## src/rtl/serv_rf_pkg.sv

```systemverilog
// Shared definitions for the register-file storage stage: fill-FSM states
// and sizing helpers used by the storage top and its fill sequencer.
package serv_rf_pkg;

  typedef enum logic {
    ST_CLEAR = 1'b0,
    ST_READY = 1'b1
  } rf_state_e;

  // Number of width-bit words backing all GPRs plus CSRs.
  function automatic int rf_depth(input int width, input int rf_count, input int csr_regs);
    return (rf_count + csr_regs) * 32 / width;
  endfunction

  // Number of words that make up register x0.
  function automatic int x0_words(input int width);
    return 32 / width;
  endfunction

endpackage

```

## src/rtl/serv_rf_clr_seq.sv

```systemverilog
// Zero-fill sequencer: walks every word of the array after reset or on an
// i_clr request, holding the core off via o_busy until the walk completes.
module serv_rf_clr_seq
  import serv_rf_pkg::*;
#(
  parameter int depth = 128,
  parameter int aw    = 7
) (
  input  logic          i_clk,
  input  logic          i_rst_n,
  input  logic          i_clr,
  output logic [aw-1:0] o_waddr,
  output logic          o_we,
  output logic          o_busy,
  output logic          o_done
);

  localparam int CW = aw + 1;
  localparam logic [CW-1:0] LAST = CW'(depth - 1);

  rf_state_e     r_state, w_state_nxt;
  logic [CW-1:0] r_cnt, w_cnt_nxt;
  logic          r_done, w_done_nxt;

  always_ff @(posedge i_clk or negedge i_rst_n) begin
    if (!i_rst_n) begin
      r_state <= ST_CLEAR;
      r_cnt   <= '0;
      r_done  <= 1'b0;
    end else begin
      r_state <= w_state_nxt;
      r_cnt   <= w_cnt_nxt;
      r_done  <= w_done_nxt;
    end
  end

  // A clear request arriving mid-fill is ignored so the walk never restarts.
  always_comb begin
    w_state_nxt = r_state;
    w_cnt_nxt   = r_cnt;
    w_done_nxt  = 1'b0;
    case (r_state)
      ST_CLEAR: begin
        if (r_cnt == LAST) begin
          w_state_nxt = ST_READY;
          w_cnt_nxt   = '0;
          w_done_nxt  = 1'b1;
        end else begin
          w_cnt_nxt = r_cnt + CW'(1);
        end
      end
      ST_READY: begin
        if (i_clr) begin
          w_state_nxt = ST_CLEAR;
          w_cnt_nxt   = '0;
        end
      end
      default: begin
        w_state_nxt = ST_CLEAR;
        w_cnt_nxt   = '0;
      end
    endcase
  end

  assign o_waddr = r_cnt[aw-1:0];
  assign o_we    = (r_state == ST_CLEAR);
  assign o_busy  = (r_state == ST_CLEAR);
  assign o_done  = r_done;

endmodule

```

## src/rtl/serv_rf_ram_ctrl.sv

```systemverilog
// Register-file/CSR storage array behind the bit-serial RF interface:
// 1-cycle read-first RAM, x0 read-as-zero, zero-fill after reset or on request.
module serv_rf_ram_ctrl
  import serv_rf_pkg::*;
#(
  parameter int width      = 8,
  parameter int csr_regs   = 0,
  parameter int rf_count   = 32,
  parameter int raw        = $clog2(rf_count + csr_regs),
  parameter int l2w        = $clog2(width),
  parameter int aw         = 5 + raw - l2w,
  parameter int depth      = rf_depth(width, rf_count, csr_regs),
  parameter int x0_protect = 1
) (
  input  logic             i_clk,
  input  logic             i_rst_n,
  input  logic             i_clr,
  output logic             o_busy,
  output logic             o_done,
  input  logic [aw-1:0]    i_waddr,
  input  logic [width-1:0] i_wdata,
  input  logic             i_wen,
  input  logic [aw-1:0]    i_raddr,
  input  logic             i_ren,
  output logic [width-1:0] o_rdata
);

  localparam logic [aw:0] DEPTH_L = (aw + 1)'(depth);
  localparam logic [aw:0] X0W_L   = (aw + 1)'(x0_words(width));

  logic [width-1:0] r_mem [depth];
  logic [width-1:0] r_rdata;

  logic [aw-1:0]    w_clr_addr;
  logic             w_clr_we;
  logic             w_busy;
  logic             w_wr_ok, w_rd_ok;
  logic             w_we;
  logic [aw-1:0]    w_waddr;
  logic [width-1:0] w_wdata;

  serv_rf_clr_seq #(
    .depth (depth),
    .aw    (aw)
  ) u_clr_seq (
    .i_clk   (i_clk),
    .i_rst_n (i_rst_n),
    .i_clr   (i_clr),
    .o_waddr (w_clr_addr),
    .o_we    (w_clr_we),
    .o_busy  (w_busy),
    .o_done  (o_done)
  );

  assign w_wr_ok = ({1'b0, i_waddr} < DEPTH_L) &&
                   !((x0_protect != 0) && ({1'b0, i_waddr} < X0W_L));
  // x0 is forced to read zero even if a write path to it exists.
  assign w_rd_ok = ({1'b0, i_raddr} < DEPTH_L) && ({1'b0, i_raddr} >= X0W_L);

  // The fill sequencer owns the write port for the whole walk.
  assign w_we    = w_clr_we | (!w_busy && i_wen && w_wr_ok);
  assign w_waddr = w_clr_we ? w_clr_addr : i_waddr;
  assign w_wdata = w_clr_we ? '0 : i_wdata;

  always_ff @(posedge i_clk) begin
    if (w_we) r_mem[w_waddr] <= w_wdata;
  end

  always_ff @(posedge i_clk or negedge i_rst_n) begin
    if (!i_rst_n)
      r_rdata <= '0;
    else if (!w_busy && i_ren)
      r_rdata <= w_rd_ok ? r_mem[i_raddr] : '0;
  end

  assign o_busy  = w_busy;
  assign o_rdata = r_rdata;

endmodule

```

## config.mk

```make
export PLATFORM = sky130hd
export DESIGN_NAME = serv_rf_ram_ctrl
export DESIGN_NICKNAME = d
export VERILOG_FILES = /design/src/rtl/serv_rf_pkg.sv /design/src/rtl/serv_rf_clr_seq.sv /design/src/rtl/serv_rf_ram_ctrl.sv
export SDC_FILE = /design/constraint.sdc
export NUM_CORES = 1
export LEC_CHECK = 0
export CAP_MARGIN = 20
export CORE_MARGIN = 2
export CORE_UTILIZATION = 40
export DETAILED_ROUTE_END_ITERATION = 8
export HOLD_SLACK_MARGIN = 0.15
export PLACE_DENSITY_LB_ADDON = 0.12
export SLEW_MARGIN = 10
export SYNTH_ARGS = -nofsm -noshare
export SYNTH_HDL_FRONTEND = slang
export SYNTH_HIERARCHICAL = 1
export SYNTH_SLANG_ARGS = --single-unit
```

## constraint.sdc

```tcl
create_clock -name i_clk -period 4.8 [get_ports i_clk]
set_clock_uncertainty 0.2 [all_clocks]
set_input_delay 0.48 -clock i_clk [delete_from_list [all_inputs] [get_ports i_clk]]
set_output_delay 0.48 -clock i_clk [all_outputs]
set_load 0.05 [all_outputs]
```

==> results.sh, run 1 <==
export IMPL_clockRootBuffer="clkbuf_16"
export IMPL_pwr_share_clk_pct=39.6
export IMPL_drv_cap=0
export IMPL_design_area_sq_um=47200
export IMPL_slew_viol_final=0
export IMPL_hold_path_class="primary input to register"
export IMPL_hold_viol=0
export IMPL_ios=37
export IMPL_p_leak_uw=0.0155
export IMPL_first_global_vias=21374
export IMPL_fillers=8689
export IMPL_post_drt_wl_per_cell_um=29.3
export IMPL_die_h_um=325
export IMPL_grt_setup_unrepaired="no"
export IMPL_synth_area_sq_um=41200
export IMPL_gp_congestion=0.881
export IMPL_post_route_drc_count=0
export IMPL_synth_edf_count=1024
export IMPL_cts_resized=0
export IMPL_yosysTopAreaCell="edfxtp_1"
export IMPL_grt_pass1_wl_um=157000
export IMPL_path_cells="clkinv_1 -> buf_4 -> clkdlybuf4s50_1"
export IMPL_synth_cell_types=61
export IMPL_cts_inserted_buffers=108
export IMPL_clk_pin_slew_worst_paths_ns=0.07
export IMPL_antenna_found_initial=5
export IMPL_htree_num_levels=3
export IMPL_max_slew_worst_pin_slew_ns=1.10
export IMPL_yosysSeqAreaShare_pct=75.7
export IMPL_die_w_um=325
export IMPL_max_stage_delay_ns=0.75
export IMPL_synthTopCellsByArea="edfxtp_1, mux4_2, mux2i_1"
export IMPL_total_power_uw=20300
export IMPL_p_per_area_nw_per_um2=431
export IMPL_path_class="register to output port"
export IMPL_layout_nets=2300
export IMPL_die_area_sq_um=106000
export IMPL_final_cell_count_no_fill=3733
export IMPL_dp_cells=3528
export IMPL_slew_headroom_pct=26.7
export IMPL_postCtsSetupBuffers=0
export IMPL_pre_cts_slack_ns=1.10
export IMPL_crit_fanout=26
export IMPL_rows=117
export IMPL_p_seq_share_pct=51.1
export IMPL_synth_cells=2108
export IMPL_clock_path_buffers=3
export IMPL_required_ns=4.12
export IMPL_portBuffers=36
export IMPL_grt_max_degree=129
export IMPL_irDropWorstVdd_mv=0.353
export IMPL_slowest_stage="clkdlybuf4s50_1"
export IMPL_place_hpwl_um=67600
export IMPL_syn_num_nets=2136
export IMPL_crit_buf_inv=3
export IMPL_num_vias=21148
export IMPL_fin_crit_ns=3.79
export IMPL_pwr_share_comb_pct=9.2
export IMPL_ant_nets=0
export IMPL_detail_route_vias_per_cell=5.67
export IMPL_layout_setup_ws_ns=1.01
export IMPL_status="finished clean"
export IMPL_ys_ff_latch=1042
export IMPL_placed_area_sq_um=43800
export IMPL_synthFlopType="edfxtp_1"
export IMPL_synth_area_per_cell_sq_um=19.5
export IMPL_cts_sinks=1042
export IMPL_routed_wl_um=109000
export IMPL_drive_gt1_share_pct=22.2
export IMPL_setup_viol=0
export IMPL_drt_first_pass_iters=6
export IMPL_power_internal_uw=15400
export IMPL_p_sw_uw=4900
export IMPL_crit_arrival_ns=3.11
export IMPL_yosysWarnings=6
export IMPL_initial_core_util_pct=40.4
export IMPL_core_area_sq_um=102000
export IMPL_cp_start_kind="register"
export IMPL_area_delta_synth_final_pct=14.6
export IMPL_drt_iter0_drc=2238
export IMPL_cts_tree="yes"
export IMPL_fmax_mhz=264
export IMPL_setup_worst_path_end_class="output port"
export IMPL_fin_crit_sh_pct=78.9
export IMPL_cp_top_family="buffers and inverters"
export IMPL_synth_top_area_share_pct=74.7
export IMPL_async_flop_share_pct=1.73
export IMPL_swShare_pct=24.1
export IMPL_clk_latency_ns=0.69
export IMPL_grt_ovfl_total=0
export IMPL_gr_usage_all_layers_pct=20.6
worst register-to-register path: stages (launching register included):
cell and delay [ns]:
dfrtp_1 0.54, clkinv_1 0.64, nor2b_1 0.81, nand2_1 0.40
a211oi_1 0.80, o32a_1 0.29
layer usage:
metal / part of all wire [%] / track usage, % / up-vias
met5: 0 / 0 / -
met4: 2.3 / 4.82 / 0
li1: - / - / 8960
met1: 44 / 29.3 / 11318
met3: 7.0 / 4.52 / 152
met2: 47 / 32.5 / 718
synthesized netlist by cell type (5+ instances only):
cell      instances
inv_1            20
nand4b_1          5
clkbuf_1         55
nand3_1          53
a21oi_1          22
o21ai_0          20
buf_6            20
a211oi_1         17
nand2b_1          8
o221ai_1          7
a22oi_1          53
a31oi_1          10
buf_2            18
dfrtp_1          18
nor3_1            5
edfxtp_1       1024
mux2i_1         157
nand2_1          78
mux2_2           10
and3_1            8
nor2b_1          16
o32a_1           11
buf_4            22
nand4_1          11
o22ai_1          14
a22o_1           12
nor2_1          152
mux4_2          191
path summary, 6_finish.rpt:
kind | startpoint | to | slack [ns] | cells after the start
max in group asynchronous | i_rst_n | o_rdata[7] | 3.12 | 2
setup / recovery | u_clr_seq/r_state | o_busy | 1.01 | 3
setup reg to reg | u_clr_seq/r_state | o_rdata[5] | 1.05 | 5
hold reg to reg | u_clr_seq/r_cnt[7] | u_clr_seq/r_cnt[7] | 0.37 | 2
min in group asynchronous | i_rst_n | u_clr_seq/r_cnt[2] | 0.68 | 2
hold / removal | i_clr | u_clr_seq/r_cnt[1] | 0.32 | 3
cells by family (layout without fill, tap and decap cells):
kind of cell,count (synthesis),count (layout),share of synthesized area (%)
DFF,1042,1042,75.7
and+or+nand+nor,362,362,4.05
muxes,358,358,14.5
AOI/OAI and AO/OA,201,201,3.59
buffers and inverters,143,398,2.03
adders and majority gates,1,1,0.0304
xor gates and xnor gates,1,1,0.0213
other,0,2,0
flip-flops by register name (all words and copies together), names as in the netlist:
name,flops
r_mem,1024
u_clr_seq/r_cnt,8
u_clr_seq/o_done,1
o_rdata,8
u_clr_seq/r_state,1
stage by stage:
step | hold WS [ns] | utilization (%) | TNS, ns
global route | 0.324 | 46.3 | 0
floorplan | -0.0156 | - | -646.96
detailed placement | 0.357 | 43.0 | 0
finish | 0.322 | 46.3 | 0
CTS | 0.282 | 46.3 | 0
global placement | 0.318 | 43.0 | 0
power groups by stage:
stage               clock network, uW  registers, uW  logic [uW]
floorplan                           0          10500        1070
global placement                    0          10600        1860
detailed placement                  0          10600        1880
CTS                              8220          10400        1880
global route                     8560          10400        1980
finish                           8060          10400        1880
area by class of cell:
cell class | count | area [sq um] | area share, %
Sequential cell | 1042 | 31200 | 66.1
Multi-Input combinational cell | 923 | 9230 | 19.5
Clock buffer | 134 | 2820 | 5.98
Tap cell | 1368 | 1710 | 3.63
Timing Repair Buffer | 177 | 1590 | 3.37
Clock inverter | 67 | 572 | 1.21
Inverter | 20 | 75.1 | 0.159
Antenna cell | 2 | 5.00 | 0.0106
layout by cell type, fill, tap and decap left out, types with 23 or more instances in the layout:
cell | Yosys | final
nor2_1 | 152 | 151
nand2_1 | 78 | 78
edfxtp_1 | 1024 | 1024
nand3_1 | 53 | 53
mux2i_1 | 157 | 157
clkinv_1 | 0 | 23
a22oi_1 | 53 | 53
mux4_2 | 191 | 191
clkdlybuf4s50_1 | 0 | 31
clkbuf_1 | 55 | 25
clkbuf_16 | 0 | 109
buf_4 | 22 | 127
what timing repair did:
item                                   4_1_cts  5_1_grt
hold buffers                                 1        0
endpoints found under the hold margin       18        0
setup endpoints to repair                    0        0
(Power assumes the default switching activity.)
==> run 2, diff against run 1 <==
- clock period: 4.8 -> 3.6 ns (I/O delays scaled with it)
==> results.sh, run 2 (synthesized netlist as in run 1, its figures left out) <==
export IMPL_r2r_cells=6
export IMPL_p_seq_share_pct=50.3
export IMPL_pwr_share_clk_pct=39.8
export IMPL_path_class="register to register"
export IMPL_power_internal_uw=21000
export IMPL_crit_arrival_ns=3.31
export IMPL_cp_top_family="simple AND/OR/NAND/NOR gates"
export IMPL_die_area_sq_um=106000
export IMPL_hold_path_class="primary input to register"
export IMPL_placed_area_sq_um=44200
export IMPL_area_delta_synth_final_pct=15.7
export IMPL_cts_tree="yes"
export IMPL_crit_fanout=13
export IMPL_routed_wl_um=110000
export IMPL_grt_pass1_wl_um=158000
export IMPL_status="finished clean"
export IMPL_setup_tns_ns=0
export IMPL_layout_setup_ws_ns=0.359
export IMPL_setup_viol=0
export IMPL_whs_path_depth=3
export IMPL_initial_core_util_pct=40.4
export IMPL_drv_cap=0
export IMPL_p_per_area_nw_per_um2=578
export IMPL_n_antenna_cell=0
export IMPL_gr_usage_all_layers_pct=20.8
export IMPL_core_area_sq_um=102000
export IMPL_fmax_mhz=309
export IMPL_grt_max_degree=129
export IMPL_drt_first_pass_iters=6
export IMPL_ant_nets=0
export IMPL_swShare_pct=23.8
export IMPL_path_cells="clkinv_1 -> buf_4 -> o32ai_1 -> buf_4 -> nand2_1 -> nor2_1"
export IMPL_max_slew_worst_pin_slew_ns=1.01
export IMPL_clockRootBuffer="clkbuf_16"
export IMPL_final_cell_count_no_fill=3739
export IMPL_drt_iter0_drc=2121
export IMPL_crit_buf_inv=3
export IMPL_setup_worst_path_end_class="register"
export IMPL_portBuffers=36
export IMPL_max_stage_delay_ns=0.78
export IMPL_htree_num_levels=3
export IMPL_final_common_cell="edfxtp_1"
export IMPL_cp_depth=6
export IMPL_slowest_stage="nor2_1"
export IMPL_grt_ovfl_total=0
export IMPL_fin_crit_ns=3.24
export IMPL_largest_register="r_mem"
export IMPL_whs_ns=0.259
export IMPL_hold_viol=0
export IMPL_num_vias=21207
export IMPL_clk_pin_slew_worst_paths_ns=0.06
export IMPL_die_h_um=325
export IMPL_largest_reg_flops=1024
export IMPL_postCtsSetupBuffers=0
export IMPL_cpMostUsedCell="buf_4"
export IMPL_grt_setup_unrepaired="no"
export IMPL_ios=37
export IMPL_cts_inserted_buffers=107
export IMPL_clk_latency_ns=0.67
export IMPL_cts_sinks=1042
export IMPL_fillers=8649
export IMPL_post_drt_wl_per_cell_um=29.4
export IMPL_clock_path_buffers=3
export IMPL_antenna_found_initial=1
export IMPL_dp_cells=3545
export IMPL_layout_nets=2316
export IMPL_layout_common_cells="edfxtp_1, mux4_2, mux2i_1"
export IMPL_pre_cts_slack_ns=0.245
export IMPL_p_sw_uw=6560
export IMPL_p_leak_uw=0.0158
export IMPL_slew_viol_final=0
export IMPL_cp_start_kind="register"
export IMPL_gp_congestion=0.901
export IMPL_cts_resized=0
export IMPL_irDropWorstVdd_mv=0.360
export IMPL_detail_route_vias_per_cell=5.67
export IMPL_drive_gt1_share_pct=22.6
export IMPL_pwr_share_comb_pct=9.9
export IMPL_die_w_um=325
export IMPL_design_area_sq_um=47700
export IMPL_post_route_drc_count=0
export IMPL_holdBufCountCts=1
export IMPL_place_hpwl_um=69800
export IMPL_first_global_vias=21507
export IMPL_fin_crit_sh_pct=90.0
export IMPL_required_ns=3.67
export IMPL_slew_headroom_pct=32.5
export IMPL_rows=117
-- run 2: metrics by stage --
stage	utilization, %	power [uW]
after floorplan	-	15400
final	46.8	27500
after global routing	46.8	28400
after CTS	46.8	27800
after global placement	43.4	16800
after detailed placement	43.4	16800
-- run 2: power groups by stage --
stage | Clock, uW | Sequential [uW] | Combinational (uW)
after floorplan | 0 | 14000 | 1430
after global placement | 0 | 14100 | 2700
after detailed placement | 0 | 14100 | 2710
after CTS | 11200 | 13800 | 2720
after global routing | 11700 | 13900 | 2850
final | 11000 | 13800 | 2720
-- run 2: worst register-to-register path, stage by stage (launching register included) --
cell,delay (ns)
dfrtp_1,0.37
clkinv_1,0.23
buf_4,0.26
o32ai_1,0.44
buf_4,0.29
nand2_1,0.26
nor2_1,0.78
-- run 2: layout make-up --
type	count	area [sq um]	share of cell area (%)
Clock inverter	57	614	1.29
Multi-Input combinational cell	923	9230	19.4
Timing Repair Buffer	194	2020	4.23
Inverter	20	75.1	0.157
Sequential cell	1042	31200	65.4
Tap cell	1368	1710	3.59
Clock buffer	135	2820	5.92
-- run 2: path summary, 6_finish.rpt --
path | start | end | slack [ns]
min | i_clr | u_clr_seq/r_cnt[1] | 0.26
max in group asynchronous | i_rst_n | o_rdata[7] | 2.35
max | u_clr_seq/r_state | r_mem[7][1] | 0.36
min in group asynchronous | i_rst_n | u_clr_seq/o_done | 0.36
min reg2reg | u_clr_seq/r_cnt[7] | u_clr_seq/r_cnt[7] | 0.35
max reg2reg | u_clr_seq/r_state | r_mem[7][1] | 0.36
-- run 2: routing by layer --
layer	track usage [%]	wire (um)	vias to the layer above	part of all wire, %
met3	3.83	7680	133	7.0
li1	-	-	8982	-
met4	5.51	2460	2	2.2
met2	32.4	51300	802	47
met5	0	7	-	0.0064
met1	30.2	48600	11288	44
==> run 3, diff against run 2 <==
- CORE_UTILIZATION: 40 -> 63
==> results.sh, run 3 (synthesized netlist as in run 1, its figures left out) <==
export IMPL_place_hpwl_um=61800
export IMPL_largest_register="r_mem"
export IMPL_drt_first_pass_iters=6
export IMPL_grt_setup_unrepaired="no"
export IMPL_cts_resized=0
export IMPL_largest_reg_flops=1024
export IMPL_path_class="register to output port"
export IMPL_setup_worst_path_end_class="output port"
export IMPL_rr_startpoint="u_clr_seq/r_state"
export IMPL_crit_fanout=26
export IMPL_required_ns=3.04
export IMPL_die_w_um=260
export IMPL_cts_sinks=1042
export IMPL_status="finished clean"
export IMPL_slew_viol_final=0
export IMPL_htree_num_levels=3
export IMPL_grt_max_degree=129
export IMPL_critPathLaunch="u_clr_seq/r_state"
export IMPL_use_met2_pct=46.2
export IMPL_clk_latency_ns=0.67
export IMPL_first_global_vias=21622
export IMPL_r2r_cells=6
export IMPL_ant_nets=0
export IMPL_final_cell_count_no_fill=3305
export IMPL_post_route_drc_count=0
export IMPL_cp_start_kind="register"
export IMPL_gr_usage_met1_pct=44.6
export IMPL_fmax_mhz=289
export IMPL_post_drt_wl_per_cell_um=29.9
export IMPL_area_delta_synth_final_pct=14.8
export IMPL_ff2ff_setup_slack_ns=0.51
export IMPL_drive_gt1_share_pct=25.1
export IMPL_core_area_sq_um=64600
export IMPL_cts_inserted_buffers=102
export IMPL_holdBufCountCts=1
export IMPL_clk_pin_slew_worst_paths_ns=0.06
export IMPL_grt_ovfl_total=0
export IMPL_n_antenna_cell=0
export IMPL_gp_congestion=0.969
export IMPL_drv_cap=0
export IMPL_grtUsageMet3_pct=5.78
export IMPL_busiest_layer="met2"
export IMPL_final_common_cell="edfxtp_1"
export IMPL_layout_common_cells="edfxtp_1, buf_4, mux4_2"
export IMPL_p_per_area_nw_per_um2=564
export IMPL_clockRootBuffer="clkbuf_16"
export IMPL_irDropWorstVdd_mv=0.495
export IMPL_r2r_end="r_mem[36][4]"
export IMPL_initial_core_util_pct=63.8
export IMPL_die_h_um=260
export IMPL_crit_arrival_ns=2.90
export IMPL_final_util_pct=73.2
export IMPL_p_leak_uw=0.0160
export IMPL_fin_crit_ns=3.46
export IMPL_fin_crit_sh_pct=96.2
export IMPL_detail_route_vias_per_cell=6.62
export IMPL_dp_cells=3117
export IMPL_setup_viol=0
export IMPL_clock_path_buffers=3
export IMPL_slew_headroom_pct=41.7
export IMPL_hold_viol=0
export IMPL_max_slew_worst_pin_slew_ns=0.875
export IMPL_hold_path_class="primary input to register"
export IMPL_layout_nets=2396
export IMPL_grt_pass1_wl_um=145000
export IMPL_total_power_uw=26600
export IMPL_drt_iter0_drc=2775
export IMPL_setup_worst_path_end="o_busy"
export IMPL_portBuffers=36
export IMPL_num_vias=21872
export IMPL_cts_tree="yes"
export IMPL_die_area_sq_um=67400
export IMPL_routed_wl_um=99000
export IMPL_gr_usage_all_layers_pct=30.1
export IMPL_rows=93
export IMPL_antenna_found_initial=1
export IMPL_postCtsSetupBuffers=0
export IMPL_ios=37
-- run 3: cell types whose count changed in the layout (fill, tap and decap cells not counted), sizes merged --
cell | previous run | this run
clkinvlp | 2 | 7
clkbuf | 135 | 128
clkinv | 41 | 40
buf | 161 | 246
bufinv | 13 | 7
inv | 21 | 24
-- run 3: cell type report --
type                       count  area, sq um
clock buffer                 128         2710
fill                        3738        17300
tap                          855         1070
clock inverter                58          475
inverter                      20         75.1
sequential                  1042        31200
timing repair buffer         279         2490
multi-input combinational    923         9240
-- run 3: where the power goes --
part           switching (uW)  internal, uW  total [uW]
Combinational            1720           884        2600
Clock                    4360          5830       10200
Sequential                195         13700       13900
Total                    6270         20400       26600
-- run 3: how the worst min path moves through the flow --
stage                       startpoint            endpoint  depth (start not counted)
floorplan                      i_rst_n          o_rdata[0]                          0
global placement    u_clr_seq/r_cnt[7]  u_clr_seq/r_cnt[7]                          2
detailed placement  u_clr_seq/r_cnt[7]  u_clr_seq/r_cnt[7]                          2
CTS                              i_clr  u_clr_seq/r_cnt[1]                          3
global route                i_wdata[7]        r_mem[10][7]                          2
finish                           i_clr  u_clr_seq/r_cnt[1]                          3
-- run 3: routing by layer --
metal | vias up | routed length (um)
li1 | 9140 | -
met2 | 1214 | 47100
met1 | 11341 | 39300
met5 | - | 17
met4 | 2 | 2930
met3 | 175 | 9650
-- run 3: through the flow --
stage,instance area (sq um),setup slack (ns),hold slack (ns),setup TNS (ns)
3_5_place_dp,44100,0.341,0.334,0
6_report,47300,0.135,0.208,0
3_3_place_gp,44100,0.361,0.315,0
5_1_grt,47300,0.0197,0.238,0
4_1_cts,47300,0.107,0.179,0
2_1_floorplan,41200,-0.362,-0.136,-370.62
-- run 3: critical path, cell delays in order, from the launching register on --
cell and delay, ns:
dfrtp_1 0.50, inv_2 0.43, buf_4 0.39, clkdlybuf4s50_1 0.90
